### src/rtl/seq_mon_pkg.sv
// Shared constants and types for the A/B/C/D sequence monitor.
package seq_mon_pkg;

  // Default consecutive-high lengths for the three antecedent sequences.
  localparam int LEN_A_DEF = 3;
  localparam int LEN_B_DEF = 4;
  localparam int LEN_C_DEF = 5;

  // Default widths of the cycle index and the failure counter.
  localparam int CYC_W_DEF = 8;
  localparam int CNT_W_DEF = 8;

  // Per-line tail-end match flags, packed {c,b,a} so bit 0 is the A match.
  typedef struct packed {
    logic c;
    logic b;
    logic a;
  } trig_t;

endpackage

### src/rtl/seq_or_monitor_if.sv
// Trace and verdict bundle between the trace stage and the sequence monitor.
//
// There is no valid/ready handshake: every field is valid on every cycle.
// The trace source (master) drives a/b/c/d, and they are sampled at each
// rising clock edge. The monitor (slave) drives the verdict fields from
// registers, so they are stable for the whole cycle after the edge that
// updated them.
interface seq_or_monitor_if
  import seq_mon_pkg::*;
#(
  parameter int CYC_W = CYC_W_DEF,
  parameter int CNT_W = CNT_W_DEF
);

  logic             a;
  logic             b;
  logic             c;
  logic             d;
  trig_t            trig;
  logic             fail;
  logic             fail_seen;
  logic [CNT_W-1:0] fail_cnt;
  logic [CYC_W-1:0] first_fail;

  modport master (
    output a, b, c, d,
    input  trig, fail, fail_seen, fail_cnt, first_fail
  );

  modport slave (
    input  a, b, c, d,
    output trig, fail, fail_seen, fail_cnt, first_fail
  );

endinterface

### src/rtl/seq_run_detector.sv
// Tail-end detector for x[*LEN]: counts consecutive high samples (saturating
// at LEN) and flags every cycle that completes a run of at least LEN highs.
module seq_run_detector #(
  parameter int LEN = 3
) (
  input  logic clock,
  input  logic resetn,
  input  logic x,
  output logic match
);

  localparam int            RW     = $clog2(LEN + 1);
  localparam logic [RW-1:0] LEN_V  = RW'(LEN);
  localparam logic [RW-1:0] LEN_M1 = RW'(LEN - 1);

  // Number of consecutive high samples strictly before the current cycle.
  logic [RW-1:0] run_q;
  logic [RW-1:0] run_d;

  // Next run length: grow while x stays high (capped at LEN), clear on low.
  always_comb begin
    run_d = '0;
    if (x) begin
      run_d = (run_q == LEN_V) ? LEN_V : run_q + RW'(1);
    end
  end

  // Run counter register; reset discards any partial run.
  always_ff @(posedge clock) begin
    if (!resetn) begin
      run_q <= '0;
    end else begin
      run_q <= run_d;
    end
  end

  // Current sample completes a run of LEN; overlapping matches repeat each
  // cycle while x stays high.
  assign match = x && (run_q >= LEN_M1);

endmodule

### src/rtl/seq_or_monitor.sv
// Downstream checker for "A[*LEN_A] or B[*LEN_B] or C[*LEN_C] |=> D".
// Reports violations as a one-cycle pulse, a sticky flag, a saturating
// count and the cycle index of the first violating cycle.
module seq_or_monitor
  import seq_mon_pkg::*;
#(
  parameter int LEN_A = LEN_A_DEF,
  parameter int LEN_B = LEN_B_DEF,
  parameter int LEN_C = LEN_C_DEF,
  parameter int CYC_W = CYC_W_DEF,
  parameter int CNT_W = CNT_W_DEF
) (
  input  logic              clock,
  input  logic              resetn,
  seq_or_monitor_if.slave   bus
);

  localparam logic [CYC_W-1:0] CYC_MAX = {CYC_W{1'b1}};
  localparam logic [CNT_W-1:0] CNT_MAX = {CNT_W{1'b1}};

  // Per-line sequence matches for the current cycle.
  trig_t match;

  seq_run_detector #(.LEN(LEN_A)) u_run_a (
    .clock  (clock),
    .resetn (resetn),
    .x      (bus.a),
    .match  (match.a)
  );

  seq_run_detector #(.LEN(LEN_B)) u_run_b (
    .clock  (clock),
    .resetn (resetn),
    .x      (bus.b),
    .match  (match.b)
  );

  seq_run_detector #(.LEN(LEN_C)) u_run_c (
    .clock  (clock),
    .resetn (resetn),
    .x      (bus.c),
    .match  (match.c)
  );

  // Any match opens a single obligation for the next cycle; simultaneous
  // matches collapse into one.
  logic trigger;
  logic violation;

  // Obligation state and reporting registers.
  logic             pend_q,  pend_d;
  logic [CYC_W-1:0] cyc_q,   cyc_d;
  trig_t            trig_q,  trig_d;
  logic             fail_q,  fail_d;
  logic             seen_q,  seen_d;
  logic [CNT_W-1:0] cnt_q,   cnt_d;
  logic [CYC_W-1:0] first_q, first_d;

  assign trigger   = match.a | match.b | match.c;
  // The obligation opened last cycle is checked against d now; a trigger in
  // this same cycle is independent and only affects the next cycle.
  assign violation = pend_q && !bus.d;

  // Next-state: cycle index, obligation and violation bookkeeping.
  always_comb begin
    pend_d  = trigger;
    trig_d  = match;
    fail_d  = violation;
    cyc_d   = (cyc_q == CYC_MAX) ? CYC_MAX : cyc_q + CYC_W'(1);
    seen_d  = seen_q;
    cnt_d   = cnt_q;
    first_d = first_q;
    if (violation) begin
      seen_d = 1'b1;
      if (cnt_q != CNT_MAX) begin
        cnt_d = cnt_q + CNT_W'(1);
      end
      // Only the earliest violation since reset is timestamped.
      if (!seen_q) begin
        first_d = cyc_q;
      end
    end
  end

  // State registers; reset drops any pending obligation so no verdict is
  // ever produced for a trigger seen before reset.
  always_ff @(posedge clock) begin
    if (!resetn) begin
      pend_q  <= 1'b0;
      cyc_q   <= '0;
      trig_q  <= '0;
      fail_q  <= 1'b0;
      seen_q  <= 1'b0;
      cnt_q   <= '0;
      first_q <= '0;
    end else begin
      pend_q  <= pend_d;
      cyc_q   <= cyc_d;
      trig_q  <= trig_d;
      fail_q  <= fail_d;
      seen_q  <= seen_d;
      cnt_q   <= cnt_d;
      first_q <= first_d;
    end
  end

  assign bus.trig       = trig_q;
  assign bus.fail       = fail_q;
  assign bus.fail_seen  = seen_q;
  assign bus.fail_cnt   = cnt_q;
  assign bus.first_fail = first_q;

endmodule
### src/flat_wrapper.sv
// flat-port wrapper written by rule: the top's interface ports become plain ports
module seq_or_monitor_flat import seq_mon_pkg::*;
#(
  parameter int LEN_A = LEN_A_DEF,
  parameter int LEN_B = LEN_B_DEF,
  parameter int LEN_C = LEN_C_DEF,
  parameter int CYC_W = CYC_W_DEF,
  parameter int CNT_W = CNT_W_DEF
)
  (clock, resetn, bus_a, bus_b, bus_c, bus_d, bus_trig, bus_fail, bus_fail_seen, bus_fail_cnt, bus_first_fail);
  seq_or_monitor_if #(.CYC_W(CYC_W), .CNT_W(CNT_W)) bus_i ();
  input  logic clock;
  input  logic resetn;
  input wire logic [$bits(bus_i.a)-1:0] bus_a;
  input wire logic [$bits(bus_i.b)-1:0] bus_b;
  input wire logic [$bits(bus_i.c)-1:0] bus_c;
  input wire logic [$bits(bus_i.d)-1:0] bus_d;
  output wire logic [$bits(bus_i.trig)-1:0] bus_trig;
  output wire logic [$bits(bus_i.fail)-1:0] bus_fail;
  output wire logic [$bits(bus_i.fail_seen)-1:0] bus_fail_seen;
  output wire logic [$bits(bus_i.fail_cnt)-1:0] bus_fail_cnt;
  output wire logic [$bits(bus_i.first_fail)-1:0] bus_first_fail;
  assign bus_i.a = bus_a;
  assign bus_i.b = bus_b;
  assign bus_i.c = bus_c;
  assign bus_i.d = bus_d;
  assign bus_trig = bus_i.trig;
  assign bus_fail = bus_i.fail;
  assign bus_fail_seen = bus_i.fail_seen;
  assign bus_fail_cnt = bus_i.fail_cnt;
  assign bus_first_fail = bus_i.first_fail;
  seq_or_monitor #(.LEN_A(LEN_A), .LEN_B(LEN_B), .LEN_C(LEN_C), .CYC_W(CYC_W), .CNT_W(CNT_W)) u_core (.clock(clock), .resetn(resetn), .bus(bus_i));
endmodule
### config.mk
export PLATFORM = sky130hd
export DESIGN_NAME = seq_or_monitor_flat
export DESIGN_NICKNAME = d
export VERILOG_FILES = /design/src/rtl/seq_mon_pkg.sv /design/src/rtl/seq_or_monitor_if.sv /design/src/rtl/seq_run_detector.sv /design/src/rtl/seq_or_monitor.sv /design/src/flat_wrapper.sv
export SDC_FILE = /design/constraint.sdc
export NUM_CORES = 1
export LEC_CHECK = 0
export BUFFER_PORTS_ARGS = -buffer_cell sky130_fd_sc_hd__buf_2
export CAP_MARGIN = 20
export CORE_MARGIN = 3
export CORE_UTILIZATION = 30
export DETAILED_ROUTE_END_ITERATION = 6
export PLACE_DENSITY = 0.51
export SETUP_SLACK_MARGIN = 0.15
export SLEW_MARGIN = 20
export SYNTH_ARGS = -nofsm -noshare
export SYNTH_HDL_FRONTEND = slang
export SYNTH_SLANG_ARGS = --single-unit
### constraint.sdc
create_clock -name clock -period 4.26 [get_ports clock]
set_input_delay 0.852 -clock clock [delete_from_list [all_inputs] [get_ports clock]]
set_output_delay 0.852 -clock clock [all_outputs]
set_load 0.005 [all_outputs]
==> results.txt, run 1 <==
vias in the first global route -> 1093
Post-Syn Area per Cell -> 9.44 sq um
Setup TNS -> 0 ps
starting density of the core -> 31.6%
worst flop-to-flop path endpoint -> u_core.pend_q
status -> completed
Worst Path Arrival -> 920 ps
static leakage -> 0.748 nW
Adder-Cell Fraction of Synth Area -> 5.76%
Synth Register Bits -> 38
initial antenna violation count -> 0
Port-buffer cells -> 26
Die W -> 77.2 um
first-pass GRT wire length -> 4930 um
mux contribution to synthesized area -> 5.27%
WHS Endpoint -> u_core.u_run_a.run_q[0]
simple-gate share of the synthesized area -> 22.7%
FF-to-FF Start -> u_core.u_run_b.run_q[0]
Final Critical Period -> 1770 ps
Core Footprint -> 0.00482 sq mm
Root Driver -> clkbuf_8
crit path from -> u_core.bus.fail_cnt[2]
Post-CTS Hold Buffers -> 0
f_max -> 565 MHz
H-tree depth -> 2
drt first-iter violations -> 63
Final Power -> 0.000616 W
DRC violations left -> 0
Clk Latency, worst-skew pair -> 280 ps
Die Y -> 77.2 um
clock tree sinks -> 38
Max-Cap Viols -> 0
die area -> 0.00596 sq mm
main combinational cell family by area after synthesis -> simple AND/OR/NAND/NOR gates
Cell Count Post-Placement -> 250
Buf/Inv on CP -> 1
CP Capture Type -> output port
WL/cell -> 11.4 um
post-synthesis instance total -> 161
post-synthesis xor/xnor area fraction -> 1.73%
# IOs -> 27
pwr/cell area -> 343 mW/mm^2
Worst-path clk slew -> 70 ps
worst hold stages -> 1
Yosys cell types -> 32
postcts setup bufs -> 0
worst r2r path cells -> 5
Slew Viols, Final -> 0
CTS tree -> yes
via-per-instance ratio -> 4.55
number of routed nets with antenna violations -> 0
GRT Overall Usage -> 10.3%
Slew HR -> 56.7%
R2R Setup Slk -> 2760 ps
WL final -> 2940 um
HPWL after detailed placement -> 2040 um
Layout fillers -> 533
Layout Skew -> 6.93 ps
Final Hold Viols -> 0
startpoint types -> flip-flop
critical path's top delay family -> flip-flops
largest vdd supply drop -> 0.149 mV
via count -> 1170
Longest Clk Path Bufs -> 2
sequential fraction of the synthesis area -> 50.0%
grt peak-use layer -> met2
Crit-path slowest cell -> dfxtp_1
Synth Area in Compound Gates -> 11.0%
Post-Syn Nets -> 174
Syn Std Cell Area -> 0.00152 sq mm
commonest cells after routing, fill and taps aside -> dfxtp_1, buf_2, nor2_1, nand2_1, a21oi_1
layout cell share with drive strength beyond 1 -> 19.5%
total CTS buffers -> 5
final setup vio count -> 0
final period utilization -> 41.5%
Ys Warns -> 0
Initial DRT Pass Iterations -> 4
routing usage on met2 -> 14.8%
GR Util met1 -> 13.2%
slowest stage delay, CP -> 460 ps
largest net degree at the start of global routing -> 21
num rows -> 25
M3 GR Usage -> 3.64%
WP data required -> 3410 ps
nets -> 203
RSZ-0062 raised after global routing -> false
final non-filler cell total -> 257
cts repair resizes -> 0
crit path cell chain -> buf_2
CP Max Fanout -> 6
worst hold path type -> flip-flop to flip-flop
Crit Path Class -> flip-flop to output port
Hold Crit Start -> u_core.u_run_a.run_q[0]
GP Congestion -> 0.737
Ant. Diodes -> 0
commonest non-fill, non-tap cell in the layout -> dfxtp_1
worst slew pin tran -> 649 ps
grt total ovfl -> 0
Syn-to-layout area delta -> 18.1%
==> synth_stat cells <==
cell type  number  area (sq um)
mux2i_1         8          80.1
a311oi_1        1          8.76
or2b_1          1          7.51
a21oi_1        11          55.1
a31o_2          1          8.76
and4_1          1          8.76
nand4_1         3          18.8
nor2_1         21          78.8
ha_1            7          87.6
nor2_4          1          11.3
nand2_1        11          41.3
or3_2           1          7.51
o211a_1         1          10.0
a211oi_1        1          7.51
o21ai_0         8          40.0
o311a_1         1          10.0
xor2_1          3          26.3
nand3_1         9          45.0
inv_1          10          37.5
and3_1          5          31.3
nor3_1          1          5.00
nand4_4         1          21.3
or3_1           1          6.26
a31oi_1         2          12.5
dfxtp_1        38           761
clkbuf_1        4          15.0
o211ai_1        1          7.51
nor3b_1         4          30.0
nor2b_4         1          13.8
and4b_2         1          11.3
o31ai_1         1          7.51
or4_1           1          7.51
==> cells by family after synthesis <==
logic type,count (synthesis)
flip-flops,38
adder cells (fa/ha/maj),7
AND/OR/NAND/NOR,63
AO/OA/AOI/OAI,28
buffers and inverters,14
XOR/XNOR,3
multiplexers,8
==> routing by layer <==
metal  routed length [um]  vias up
met1                 1460      523
met2                 1210       23
li1                     -      619
met3                  215        5
met4                   60        0
met5                    0        -
==> sequential cells by signal, indices dropped and copies added, names as in the netlist <==
register,cells
u_core.u_run_a.run_q,2
u_core.bus.trig,3
u_core.bus.first_fail,8
u_core.u_run_b.run_q,3
u_core.pend_q,1
u_core.bus.fail_cnt,8
u_core.u_run_c.run_q,3
u_core.cyc_q,8
u_core.bus.fail,1
u_core.bus.fail_seen,1
==> stage by stage <==
step	util [%]	area (sq um)	hold WS [ps]	worst slack [ps]
5_1_grt	37.3	1800	463	2450
6_report	37.3	1800	433	2490
3_3_place_gp	35.7	1720	425	2270
3_5_place_dp	35.7	1720	430	2250
4_1_cts	37.3	1800	440	2470
2_1_floorplan	-	1520	412	2450
==> area by class of cell <==
type	instances	area (sq um)	area share, %
clock buffers	7	76.3	4.25
inverters	10	37.5	2.09
well taps	67	83.8	4.67
repair buffers	26	130	7.25
flip-flops and latches	38	761	42.4
multi-input cells	109	707	39.4
==> report_power, final <==
part           switching [W]  internal (W)   total, W
Clock               0.000115      0.000113   0.000227
Combinational      0.0000135    0.00000836  0.0000219
Sequential        0.00000589      0.000361   0.000367
Total               0.000134      0.000482   0.000616
==> worst max-delay path by stage <==
stage,cells past startpoint,slack (ps),endpoint
finish,1,2490,bus_fail_cnt[2]
global route,1,2450,bus_fail_cnt[2]
CTS,1,2470,bus_fail_cnt[2]
detailed placement,5,2250,u_core.bus.fail_cnt[5]
global placement,5,2270,u_core.bus.fail_cnt[5]
floorplan,4,2450,u_core.bus.fail_cnt[5]
(Power assumes the default switching activity.)
==> inputs of run 2 (changes only) <==
ABC_AREA = 1   (was not set)
clock period = 1.7 ns   (was 4.26 ns; I/O delays follow)
==> run 2 against run 1 <==
Count of clock-buffer cells in the layout down 2. Global-route usage up 0.69 points. Setup slack worse by 2100 ps. Non-clock buffer count unchanged. Hold slack worse by 140 ps. Critical endpoint is now u_core.bus.fail_cnt[4].
==> results.txt, run 2 <==
WL/cell -> 9.87 um
Worst-path clk slew -> 80 ps
Buf/Inv on CP -> 0
startpoint types -> flip-flop
worst hold path type -> primary input to flip-flop
worst slew pin tran -> 321 ps
largest net degree at the start of global routing -> 20
starting density of the core -> 31.3%
Slew HR -> 78.5%
Synth top cells by count -> nand2_1, dfxtp_1, nor2_1, inv_1, a21oi_1
internal power -> 0.00136 W
Crit-path slowest cell -> dfxtp_1
WHS Endpoint -> u_core.u_run_b.run_q[2]
WL final -> 3030 um
WHS -> 296 ps
Post-Syn Nets -> 219
initial antenna violation count -> 0
post-synthesis instance total -> 206
layout cell share with drive strength beyond 1 -> 20.3%
setup ws final -> 432 ps
share of the synthesized area in the top cell type -> 47.3%
Final Critical Period -> 1270 ps
Synth Register Bits -> 38
via-per-instance ratio -> 4.31
num rows -> 26
cell with the most instances on the worst path -> nand2_1
CP Capture Type -> flip-flop
Max-Cap Viols -> 0
Syn Std Cell Area -> 0.00161 sq mm
vias in the first global route -> 1225
total CTS buffers -> 5
status -> completed
Clk Latency, worst-skew pair -> 290 ps
Post-Syn Area per Cell -> 7.80 sq um
Initial DRT Pass Iterations -> 4
WP data required -> 1880 ps
final setup vio count -> 0
Layout Skew -> 6.21 ps
Longest Clk Path Bufs -> 2
clock share of power -> 43.6%
grt total ovfl -> 0
final period utilization -> 74.6%
worst r2r path cells -> 8
Die W -> 79.2 um
Post-Place Setup Slack -> 450 ps
Crit Path Class -> flip-flop to flip-flop
most frequent cell after synthesis -> nand2_1
Worst Path Arrival -> 1450 ps
GRT Overall Usage -> 11.0%
first-pass GRT wire length -> 5430 um
GP Congestion -> 0.763
static leakage -> 0.832 nW
clock tree sinks -> 38
FF-to-FF Start -> u_core.bus.fail_cnt[0]
Final Power -> 0.00172 W
cell taking the most area after synthesis -> dfxtp_1
Core Footprint -> 0.00514 sq mm
leading register cell type out of synthesis -> dfxtp_1
Setup TNS -> 0 ps
worst hold stages -> 3
commonest cells after routing, fill and taps aside -> nand2_1, dfxtp_1, buf_2, nor2_1, inv_1
Root Driver -> clkbuf_8
Port-buffer cells -> 26
Die Y -> 79.2 um
Post-CTS Hold Buffers -> 0
largest vdd supply drop -> 0.376 mV
Final Hold Viols -> 0
Hold Crit Start -> bus_b
die area -> 0.00627 sq mm
Ant. Diodes -> 0
Slew Viols, Final -> 0
CP Max Fanout -> 10
CTS tree -> yes
number of routed nets with antenna violations -> 0
Net Sw Frac -> 21.3%
Ys Warns -> 0
Post-synth EDFFs -> 0
# IOs -> 27
combinational share of power -> 3.3%
sequential fraction of the synthesis area -> 47.3%
RSZ-0062 raised after global routing -> false
H-tree depth -> 2
commonest non-fill, non-tap cell in the layout -> nand2_1
pwr/cell area -> 906 mW/mm^2
R2R Setup Slk -> 430 ps
f_max -> 789 MHz
via count -> 1322
drt first-iter violations -> 81
critical path's top delay family -> simple AND/OR/NAND/NOR gates
HPWL after detailed placement -> 2210 um
nets -> 249
Syn-to-layout area delta -> 18.4%
slowest stage delay, CP -> 390 ps
Yosys cell types -> 27
cts repair resizes -> 0
postcts setup bufs -> 0
DRC violations left -> 0
Synth area leaders -> dfxtp_1, nand2_1, a21oi_1
Post-synth ARST share -> 0%
sequential power share -> 53.1%
switching power total -> 0.000367 W
worst flop-to-flop path endpoint -> u_core.bus.fail_cnt[4]
crit path cell chain -> ha_1, nand2_2, nor2_2, nand2_4, nand2_1, nand2_1, nand2_1, nor2_1
## run 2: cell count changes after synthesis, moves of 6 or more
cell	delta
inv_1	+13
nand2_2	+6
nand3_1	+9
nand2_1	+28
mux2i_1	-8
a21oi_1	+11
## run 2: metal layers
layer	GRT usage, %	up-vias	routed length (um)
li1	-	724	-
met1	14.2	571	1550
met2	16.5	23	1300
met3	3.74	4	135
met4	4.64	0	43
met5	0	-	0
## run 2: cell type report
cell class	count	area (sq um)
clock buffer	5	68.8
clock inverter	3	40.0
fill	598	3240
inverter	26	100
multi-input combinational	139	717
sequential	38	761
tap	70	87.6
timing repair buffer	26	130
## run 2: logic make-up after synthesis
| group | Yosys count | synth area share [%] |
|---|---|---|
| xor+xnor | 3 | 1.63 |
| compound gates | 31 | 10.2 |
| fa+ha+maj | 7 | 5.45 |
| buf+inv | 29 | 8.09 |
| simple gates | 98 | 27.3 |
| flops | 38 | 47.3 |
## run 2: metrics by stage
step	instance area, sq um	util (%)	cells
6_report	1900	37.0	307
5_1_grt	1900	37.0	307
3_5_place_dp	1800	34.9	299
3_3_place_gp	1800	34.9	299
2_1_floorplan	1610	-	206
4_1_cts	1900	37.0	307
## run 2: how the worst max path moves through the flow
stage,startpoint,to,slack (ps),cells after the start
global route,u_core.bus.fail_cnt[0],u_core.bus.fail_cnt[6],260,9
detailed placement,u_core.bus.fail_cnt[0],u_core.bus.fail_cnt[4],450,8
CTS,u_core.bus.fail_cnt[0],u_core.bus.fail_cnt[4],430,8
global placement,u_core.bus.fail_cnt[1],u_core.bus.fail_cnt[4],480,8
finish,u_core.bus.fail_cnt[0],u_core.bus.fail_cnt[4],430,8
floorplan,u_core.bus.fail_cnt[0],u_core.bus.fail_cnt[4],520,8
## run 2: worst reg2reg max path, delay by kind of cell (launching register included)
family / cells / cell delay [ps]
fa+ha+maj: 1 / 200
simple gates: 7 / 570
flops: 1 / 390
## run 2: power by group through the flow
| stage | Clock (W) | Combinational [W] | Sequential (W) |
|---|---|---|---|
| final | 0.000752 | 0.0000571 | 0.000916 |
| after global routing | 0.000817 | 0.0000679 | 0.000919 |
| after CTS | 0.000784 | 0.0000584 | 0.000916 |
| after detailed placement | 0 | 0.0000583 | 0.000937 |
| after global placement | 0 | 0.0000583 | 0.000937 |
| after floorplan | 0 | 0.0000441 | 0.000935 |
==> inputs of run 3 (changes only) <==
ABC_AREA = 0   (was 1)
PLACE_DENSITY = 0.53   (was 0.51)
clock period = 1 ns   (was 1.7 ns; I/O delays follow)
==> run 3 against run 2 <==
The run now ends with negative setup slack left. Via count grew 11%. Utilization increased by 19 points. Clock power up 41%. Register-to-register slack got worse by 710 ps. Clock skew about the same. Hold slack worse by 96 ps. Routed wire length grew 32%. Global-route usage is 2.4 points higher. Critical path type unchanged. Largest cell class is now multi-input combinational cells.
==> results.txt, run 3 (same netlist as run 1, synthesis figures left out) <==
nets -> 259
Clk Latency, worst-skew pair -> 280 ps
failing checks -> negative setup slack
via count -> 1466
largest net degree at the start of global routing -> 12
Final Util -> 55.9%
clock tree sinks -> 38
CTS tree -> yes
first-pass GRT wire length -> 6410 um
Ant. Diodes -> 0
f_max -> 780 MHz
dpl cell area -> 0.00215 sq mm
Crit Path Class -> flip-flop to flip-flop
worst hold path type -> primary input to flip-flop
Worst-path clk slew -> 70 ps
Die W -> 77.2 um
Port-buffer cells -> 26
grt total ovfl -> 0
Root Driver -> clkbuf_8
total CTS buffers -> 5
WL/cell -> 12.7 um
# IOs -> 27
vias in the first global route -> 1455
HPWL after detailed placement -> 2770 um
number of routed nets with antenna violations -> 0
setup ws final -> -281 ps
final setup vio count -> 31
Final Hold Viols -> 0
worst slew pin tran -> 280 ps
CP Capture Type -> flip-flop
initial antenna violation count -> 0
commonest cells after routing, fill and taps aside -> buf_4, buf_6, dfxtp_2, nor2_1, buf_2
WL final -> 3990 um
via-per-instance ratio -> 4.67
WP data required -> 1220 ps
Slew Viols, Final -> 0
Layout Skew -> 5.85 ps
GP Congestion -> 0.792
largest vdd supply drop -> 0.574 mV
commonest non-fill, non-tap cell in the layout -> buf_4
die area -> 0.00596 sq mm
Initial DRT Pass Iterations -> 4
crit path cell chain -> ha_4, nand3_2, nor2_2, or3_2, a21oi_2
slowest stage delay, CP -> 430 ps
RSZ-0062 raised after global routing -> true
Final Critical Period -> 1280 ps
worst hold stages -> 3
Syn-to-layout area delta -> 77.3%
starting density of the core -> 31.6%
Core Footprint -> 0.00482 sq mm
Die Y -> 77.2 um
Longest Clk Path Bufs -> 2
Worst Path Arrival -> 1500 ps
startpoint types -> flip-flop
pwr/cell area -> 1060 mW/mm^2
layout cell share with drive strength beyond 1 -> 67.6%
Post-Place Setup Slack -> -287 ps
static leakage -> 1.11 nW
CP Max Fanout -> 3
R2R Setup Slk -> -280 ps
GRT Overall Usage -> 13.4%
Crit-path slowest cell -> or3_2
status -> complete, but fails checks
Slew HR -> 81.3%
design area -> 0.00270 sq mm
Max-Cap Viols -> 0
drt first-iter violations -> 49
DRC violations left -> 0
H-tree depth -> 2
num rows -> 25
final period utilization -> 128%
Final Power -> 0.00285 W
worst r2r path cells -> 5
run 3: worst max-delay path: cells and delay by family, from the launching register on:
kind	cells	cell delay, ps
flops	1	370
fa+ha+maj	1	170
simple gates	3	570
compound gates	1	110
run 3: what timing repair did:
action                                  4_1_cts  5_1_grt
buffers inserted                             10        8
hold buffers                                  0        0
endpoints found under the setup margin       52       54
resized for setup                            63       27
pin swaps                                    19       16
run 3: path summary, 6_finish.rpt:
check                                from                       to
setup reg to reg   u_core.bus.fail_cnt[0]   u_core.bus.fail_cnt[3]
hold / removal                      bus_a       u_core.bus.trig[0]
hold reg to reg   u_core.u_run_a.run_q[0]  u_core.u_run_a.run_q[0]
setup / recovery   u_core.bus.fail_cnt[0]   u_core.bus.fail_cnt[3]
run 3: cell type report:
type,count,area [sq um]
well taps,67,83.8
flip-flops and latches,38,822
inverters,10,45.0
fillers,466,2120
repair buffers,82,694
clock buffers,7,86.3
multi-input cells,109,958
clock inverters,1,5.00
run 3: per-stage QoR:
stage	instances	hold slack, ps	setup TNS [ps]
after CTS	306	185	-4520
final	314	200	-4490
after global placement	288	415	-3440
after floorplan	161	362	-2680
after detailed placement	288	423	-4000
after global routing	314	206	-6140
run 3: power by group:
group,internal [W],total [W],switching (W)
logic,0.000126,0.000236,0.000110
registers,0.00152,0.00155,0.0000276
clock network,0.000556,0.00106,0.000506
run 3: routing by layer:
layer / wire, um / track usage (%)
met2: 2200 / 25.0
met1: 1600 / 14.3
met3: 166 / 3.87
met5: 0 / 0
met4: 29 / 4.45
